[src/rtl/regfile_wb_arbiter.sv]
// rtl/regfile_wb_arbiter.sv - round-robin register-file write-port arbiter with locked bursts; optional stats via REGARB_STATS_EN
module regfile_wb_arbiter #(
    parameter int NUM_REQ = 3,
    parameter int ADDR_W  = 5,
    parameter int DATA_W  = 32
) (
    input  logic                      i_CLK,
    input  logic                      i_RST,
    input  logic                      i_Stall,
    input  logic [NUM_REQ-1:0]        i_Req,
    input  logic [NUM_REQ-1:0]        i_Lock,
    input  logic [NUM_REQ*ADDR_W-1:0] i_Addr,
    input  logic [NUM_REQ*DATA_W-1:0] i_Data,
    output logic [NUM_REQ-1:0]        o_Grant,
    output logic                      o_RegWrite,
    output logic [ADDR_W-1:0]         o_Write_Reg_Addr,
    output logic [DATA_W-1:0]         o_Write_Reg_Data,
    output logic                      o_Busy,
    output logic [15:0]               o_Conflict_Cnt,
    output logic [15:0]               o_Zero_Drop_Cnt
);

    localparam int PTR_W = $clog2(NUM_REQ);

    typedef enum logic {
        ST_IDLE,
        ST_LOCKED
    } state_t;

    state_t             state;
    logic [PTR_W-1:0]   ptr;
    logic [PTR_W-1:0]   owner;

    logic               win_valid;
    logic [PTR_W-1:0]   win_idx;
    logic [PTR_W-1:0]   search_idx;
    logic [PTR_W-1:0]   acc_idx;
    logic               accept;
    logic               acc_lock;
    logic [ADDR_W-1:0]  acc_addr;
    logic [DATA_W-1:0]  acc_data;
    logic               lock_release;

    // Modulo-NUM_REQ increment of a requester index
    function automatic logic [PTR_W-1:0] next_idx(input logic [PTR_W-1:0] k);
        if (int'(k) == NUM_REQ - 1) begin
            return '0;
        end
        return k + 1'b1;
    endfunction

    // Rotating priority search starting at ptr
    always_comb begin
        win_valid  = 1'b0;
        win_idx    = ptr;
        search_idx = ptr;
        for (int i = 0; i < NUM_REQ; i++) begin
            if (!win_valid && i_Req[search_idx]) begin
                win_valid = 1'b1;
                win_idx   = search_idx;
            end
            search_idx = next_idx(search_idx);
        end
    end

    // Grant generation and selection of the accepted requester's payload
    always_comb begin
        o_Grant = '0;
        if (!i_RST && !i_Stall) begin
            if (state == ST_LOCKED) begin
                o_Grant[owner] = i_Req[owner];
            end else if (win_valid) begin
                o_Grant[win_idx] = 1'b1;
            end
        end
        accept   = |o_Grant;
        acc_idx  = (state == ST_LOCKED) ? owner : win_idx;
        acc_lock = 1'b0;
        acc_addr = '0;
        acc_data = '0;
        for (int k = 0; k < NUM_REQ; k++) begin
            if (int'(acc_idx) == k) begin
                acc_lock = i_Lock[k];
                acc_addr = i_Addr[k*ADDR_W +: ADDR_W];
                acc_data = i_Data[k*DATA_W +: DATA_W];
            end
        end
        // Owner stopped requesting in a live cycle: burst ends without a write
        lock_release = (state == ST_LOCKED) && !i_Stall && !i_Req[owner];
    end

    // Arbitration FSM with registered write-port outputs
    always_ff @(posedge i_CLK) begin
        if (i_RST) begin
            state            <= ST_IDLE;
            ptr              <= '0;
            owner            <= '0;
            o_RegWrite       <= 1'b0;
            o_Write_Reg_Addr <= '0;
            o_Write_Reg_Data <= '0;
            o_Busy           <= 1'b0;
        end else begin
            // Register 0 is hardwired, so its writes are accepted but never issued
            o_RegWrite <= accept && (acc_addr != '0);
            if (accept) begin
                o_Write_Reg_Addr <= acc_addr;
                o_Write_Reg_Data <= acc_data;
            end
            case (state)
                ST_IDLE: begin
                    if (accept) begin
                        if (acc_lock) begin
                            state  <= ST_LOCKED;
                            owner  <= win_idx;
                            o_Busy <= 1'b1;
                        end else begin
                            ptr <= next_idx(win_idx);
                        end
                    end
                end
                ST_LOCKED: begin
                    if ((accept && !acc_lock) || lock_release) begin
                        state  <= ST_IDLE;
                        o_Busy <= 1'b0;
                        ptr    <= next_idx(owner);
                    end
                end
                default: begin
                    state  <= ST_IDLE;
                    o_Busy <= 1'b0;
                end
            endcase
        end
    end

`ifdef REGARB_STATS_EN
    logic [3:0]         req_cnt;
    logic [NUM_REQ-1:0] owner_mask;
    logic               conflict;
    logic [15:0]        conflict_cnt;
    logic [15:0]        zero_cnt;

    // Contention detection: several requesters in IDLE, or an intruder during a burst
    always_comb begin
        req_cnt    = '0;
        owner_mask = '0;
        for (int k = 0; k < NUM_REQ; k++) begin
            req_cnt = req_cnt + {3'b000, i_Req[k]};
        end
        owner_mask[owner] = 1'b1;
        if (state == ST_LOCKED) begin
            conflict = !i_Stall && |(i_Req & ~owner_mask);
        end else begin
            conflict = !i_Stall && (req_cnt >= 4'd2);
        end
    end

    // Saturating statistics counters
    always_ff @(posedge i_CLK) begin
        if (i_RST) begin
            conflict_cnt <= '0;
            zero_cnt     <= '0;
        end else begin
            if (conflict && conflict_cnt != 16'hFFFF) begin
                conflict_cnt <= conflict_cnt + 16'd1;
            end
            if (accept && acc_addr == '0 && zero_cnt != 16'hFFFF) begin
                zero_cnt <= zero_cnt + 16'd1;
            end
        end
    end

    assign o_Conflict_Cnt  = conflict_cnt;
    assign o_Zero_Drop_Cnt = zero_cnt;
`else
    assign o_Conflict_Cnt  = '0;
    assign o_Zero_Drop_Cnt = '0;
`endif

endmodule

[config.mk]
export PLATFORM = sky130hd
export DESIGN_NAME = regfile_wb_arbiter
export DESIGN_NICKNAME = d
export VERILOG_FILES = /design/src/rtl/regfile_wb_arbiter.sv
export SDC_FILE = /design/constraint.sdc
export NUM_CORES = 1
export LEC_CHECK = 0
export ABC_AREA = 1
export BUFFER_PORTS_ARGS = -buffer_cell sky130_fd_sc_hd__buf_2
export CAP_MARGIN = 40
export CORE_MARGIN = 2
export CORE_UTILIZATION = 38
export CTS_CLUSTER_DIAMETER = 50
export DETAILED_ROUTE_END_ITERATION = 10
export MAX_ROUTING_LAYER = met4
export PLACE_DENSITY = 0.83
export SKIP_CTS_REPAIR_TIMING = 1
export SLEW_MARGIN = 10
export SYNTH_ARGS = -nofsm -noshare
export SYNTH_HDL_FRONTEND = slang
export SYNTH_SLANG_ARGS = --single-unit
[constraint.sdc]
create_clock -name i_CLK -period 2.2 [get_ports i_CLK]
set_clock_uncertainty 0.2 [all_clocks]
set_input_delay 0.11 -clock i_CLK [delete_from_list [all_inputs] [get_ports i_CLK]]
set_output_delay 0.11 -clock i_CLK [all_outputs]
set_load 0.1 [all_outputs]
Yosys cells after proc, flatten, opt, wreduce, memory -nomap -nowiden. Index checks and enable logic that the tools add are counted.

Equal/unequal tests: 10. Add/subtract/negate cells: 4. Mux-type cells: 61. Bitwise logic cells: 2. $lt $le $gt $ge: 7. Reductions and logical operators: 22.

Operator list (count): 2-to-1 mux 32 bit (3); 2-to-1 mux 1 bit (29); 2-to-1 mux 2 bit (14); less-than comparator 2 x 3 -> 1 bit, second input constant (5); 2-to-1 mux 5 bit (3); equality test 2 bit, second input constant (6); logical AND 1 bit (9); 2-to-1 mux 3 bit (3); AND reduction 3 bit (3); adder 2 x 1 -> 2 bit, second input constant (4); binary-select mux 1 bit (select 2 bit) (4); zero test 1 bit (6); != test 2 bit, second input constant (3); nonzero test 5 bit (1); demux 1 bit (select 2 bit) (2); >= comparator 2 x 1 -> 1 bit, second input constant (2); one-hot mux 1 bit (2 select lines) (2); one-hot mux 2 bit (2 select lines) (1); bitwise AND 3 bit (1); OR reduction 3 bit (1); zero test 2 bit (1); != test 2 x 1 -> 1 bit, second input constant (1); logical OR 1 bit (1); NOT 1 bit (1).

Logic and storage cells: 113. Register bits: 44. Input bits: 120. Output and inout bits: 74.

Longest topological paths before layout.
Depth after elaboration: 26. Mapped depth: 19. Mapped depth without buffers: 19.

Worst setup path after synthesis. No wires, ideal clock.

Path kind: reg-to-reg. Start: register ptr[1]. End: register o_Busy. Stages on the path, launching flop included: 18. Setup slack: -0.465 ns. Library setup time: 0.111 ns. Buffers on the path: 0. Arrival: 2.354 ns. Required time: 1.889 ns. Period minus slack after synthesis: 2.665 ns. Cells stage by stage: dfxtp_1 -> inv_2 -> nand2_1 -> nand2_1 -> nand2_1 -> nand2_1 -> nor2_4 -> nand3b_2 -> nand2_2 -> nand3_1 -> nand2_1 -> nand3_1 -> inv_1 -> nor2_1 -> nand2_1 -> nand2_1 -> nor2_1 -> nor2_1.

Cells in the longest elaborated chain, start to end: 22. Elaborated cells between the ends (all ways): 46. Classes of those cells: add/sub (2); order compare (2); eq/ne (7); mux (24); reduce/logical (11).

RTL lines: from (decl) (line 31) `logic [PTR_W-1:0] ptr;`; from (signal assigned) (line 117) `ptr <= next_idx(win_idx);`; from (signal assigned) (line 125) `ptr <= next_idx(owner);`; parallel branches: the longest is 14 deep, another holds less-than comparator 2 x 3 -> 1 bit; 2-to-1 mux 3 bit (*) (line 72) `end else if (win_valid) begin`; 2-to-1 mux 3 bit (*) (line 70) `if (state == ST_LOCKED) begin`; 2-to-1 mux 3 bit (*) (line 69) `if (!i_RST && !i_Stall) begin`; via o_Grant[0] (line 14) `output logic [NUM_REQ-1:0] o_Grant,`; OR reduction 3 bit (*) (line 76) `accept = |o_Grant;`; logical AND 1 bit (line 122) `if ((accept && !acc_lock) || lock_release) begin`; logical OR 1 bit (line 122); != test 2 x 1 -> 1 bit (no line); AND reduction 3 bit (no line) (*); to (signal assigned) (line 115) `o_Busy <= 1'b1;`; to (signal assigned) (line 124) `o_Busy <= 1'b0;`; to (signal assigned) (line 130) `o_Busy <= 1'b0;`; to (decl) (line 18) `output logic o_Busy,`.

Mark *: on every way through the listed nets, which the timed path passes. The select of a mux whose other input is x is not followed. A chain may end at the register's enable or synchronous reset.

Worst setup path in the final report.
Start: register ptr[1]. End: register o_Write_Reg_Data[26].

Cells in the longest elaborated chain, start to end: 18. Elaborated cells between the ends (all ways): 39. Classes of those cells: add/sub (2); order compare (2); eq/ne (4); mux (24); reduce/logical (7).

RTL lines: parallel branches: the longest is 18 deep, another holds less-than comparator 2 x 3 -> 1 bit; to (signal assigned) (line 107) `o_Write_Reg_Data <= acc_data;`; to (decl) (line 17) `output logic [DATA_W-1:0] o_Write_Reg_Data,`.

Parallel ways; which one is timed is not known. The select of a mux whose other input is x is not followed.

==> results_dict.tcl <==
set metrics [dict create \
    status "complete, but fails checks" \
    violations "hold timing, setup timing" \
    clock_path_buffers 2 \
    synth-seq-area-share 0.3046 \
    synth_top_area_share 0.3046 \
    drt_pass1_iterations 5 \
    min_from "i_Addr[12]" \
    drv_slew 0 \
    gr-total-overflow 0 \
    synthCells 461 \
    crit_path_end_kind "register" \
    die_height_um 91.23 \
    synth-seq-cells 44 \
    crit_type "register to register" \
    critPathRequiredTime_ns 2.22 \
    yosysWarningCount 0 \
    drt_iter0_drc 234 \
    antenna_found_initial 0 \
    arrival_ns 2.50 \
    yosysTopAreaCell "dfxtp_1" \
    r2r-start "ptr[1]" \
    ios 194 \
    syn_area_per_cell_um2 6.272 \
    finalSetupViolCount 47 \
    start_util 0.3965 \
    dieArea_um2 8323 \
    startpoint "ptr[1]" \
    drt_wl_total_um 11440 \
    viasPerCell 5.037 \
    holdCritPathClass "input pin to register" \
    finalHoldViolCount 15 \
    syn2layout_area_growth_pct 69.93 \
    fp.coreArea_um2 7292 \
    path_clk_slew_ns 0.08 \
    port_buffers 161 \
    finalHoldWorstSlack_ns -0.02845 \
    drv_cap 0 \
    numCtsBuffers 5 \
    grt_usage 0.2142 \
    nets 809 \
    rsz0062_at_grt "yes" \
    cts_root_buf "clkbuf_8" \
    grt_max_degree 39 \
    wire_per_inst_um 14.48 \
    drc 0 \
    setup_ws_ns -0.2787 \
    period_needed_ns 2.479 \
    vias 3979 \
    cts.sinks 44 \
    grt_pass1_wl_um 14410 \
    fmax_mhz 403.4 \
    rows 31 \
    hpwl_um 7315 \
    slew_headroom 0.6617 \
    cts_tree "yes" \
    htree_levels 2 \
    drive_above_1_share 0.4087 \
    fill_cells 608 \
    tightest_slew_ns 0.5110 \
    yosysUniqueCellTypes 26 \
    ant_nets 0 \
    synth_area_leaders "dfxtp_1 (30%), nand2_1 (21%), a21oi_1 (12%)" \
    synthesis.area_um2 2892 \
    place_congestion 0.9353 \
    start_kind "register" \
    crit_path_max_fanout 12 \
    period_share 1.127 \
    clk_latency_ns 0.29 \
    first_global_vias 3233 \
    die_w_um 91.23 \
    setup_tns_ns -7.934 \
]
## placed cells by master, fill, tap and decap left out, types with 10 or more instances in the layout
cell / n
a21oi_1: 71
buf_12: 10
buf_2: 159
buf_4: 26
conb_1: 32
dfxtp_1: 42
dlygate4sd3_1: 36
inv_1: 17
nand2_1: 145
nand2_2: 13
nand2_4: 10
nand3_1: 12
nand3_2: 10
nor2_1: 13
o21ai_0: 18
o21ai_1: 19
## path summary, 6_finish.rpt
| check | slack, ns | cells after the start | to |
|---|---|---|---|
| max | -0.28 | 16 | o_Write_Reg_Data[26] |
| min reg2reg | 0.30 | 2 | o_Write_Reg_Data[5] |
| max reg2reg | -0.28 | 16 | o_Write_Reg_Data[26] |
| min | -0.03 | 5 | o_RegWrite |
## cell type report
cell class              count  area, µm²  share of cell area
repair inverters            1      8.758            0.001783
multi-input cells         369       1922              0.3911
well taps                  99      123.9             0.02521
diodes                      1      2.502           0.0005093
clock inverters             2      12.51            0.002546
repair buffers            243       1745              0.3552
clock buffers               6      93.84             0.01910
flip-flops and latches     44      888.4              0.1808
inverters                  25      116.4             0.02368
## registers in the layout (all words and copies together), names as in the netlist
name / count
owner: 2
ptr: 2
o_RegWrite: 1
state: 1
o_Write_Reg_Data: 32
o_Busy: 1
o_Write_Reg_Addr: 5
## through the flow
stage                     instance area, µm²  worst slack [ns]  hold WS (ns)    util  cells
after CTS                               4049           -0.3057       -0.1597  0.5553    734
after global routing                    4911           -0.4039     0.0008459  0.6735    789
final                                   4913           -0.2787      -0.02845  0.6738    790
after global placement                  3943           -0.1161        0.1502  0.5407    726
after floorplan                         3048           -0.1694      -0.02093       -    492
after detailed placement                3943           -0.2053        0.1557  0.5407    726
## cell families after synthesis
logic type / synth area share
compound gates: 0.1982
simple gates: 0.3336
buf+inv: 0.1623
other cells: 0.001297
flops: 0.3046
## metal layers
metal	up-vias	wire length, µm	global-route usage
li1	1897	-	-
met1	1804	4344	0.2485
met2	224	5864	0.3728
met3	54	741	0.04398
met4	0	490	0.06439
met5	-	0	-
## synth_stat cells
cell	count
buf_4	36
nand2_1	162
nand3_2	5
and3_1	1
nand2_4	1
nor2_8	1
buf_6	2
inv_1	22
nand2_2	5
o21ai_0	32
a21boi_1	1
conb_1	1
clkbuf_1	4
nor2_1	20
nand3b_2	1
a21oi_2	1
nand4_1	3
nand3_1	22
dfxtp_1	44
inv_2	2
a21oi_1	71
o21ai_1	7
nor2_4	2
buf_2	13
inv_4	1
o22ai_1	1
## worst max-delay path, stage by stage, from the launching register on
cell,delay [ns]
dfxtp_4,0.39
nor2_4,0.14
nand2_2,0.09
nand3_4,0.09
nand3_1,0.13
nand2_1,0.13
nand3_4,0.08
nand2_4,0.10
nand3_2,0.06
nand2_1,0.07
nand3_2,0.09
buf_4,0.18
nand3_4,0.11
buf_4,0.15
buf_12,0.12
o21ai_0,0.09
a21oi_1,0.18
Power is not shown: default switching activity piles up to over one toggle a cycle in this logic, so the estimate is an artifact.
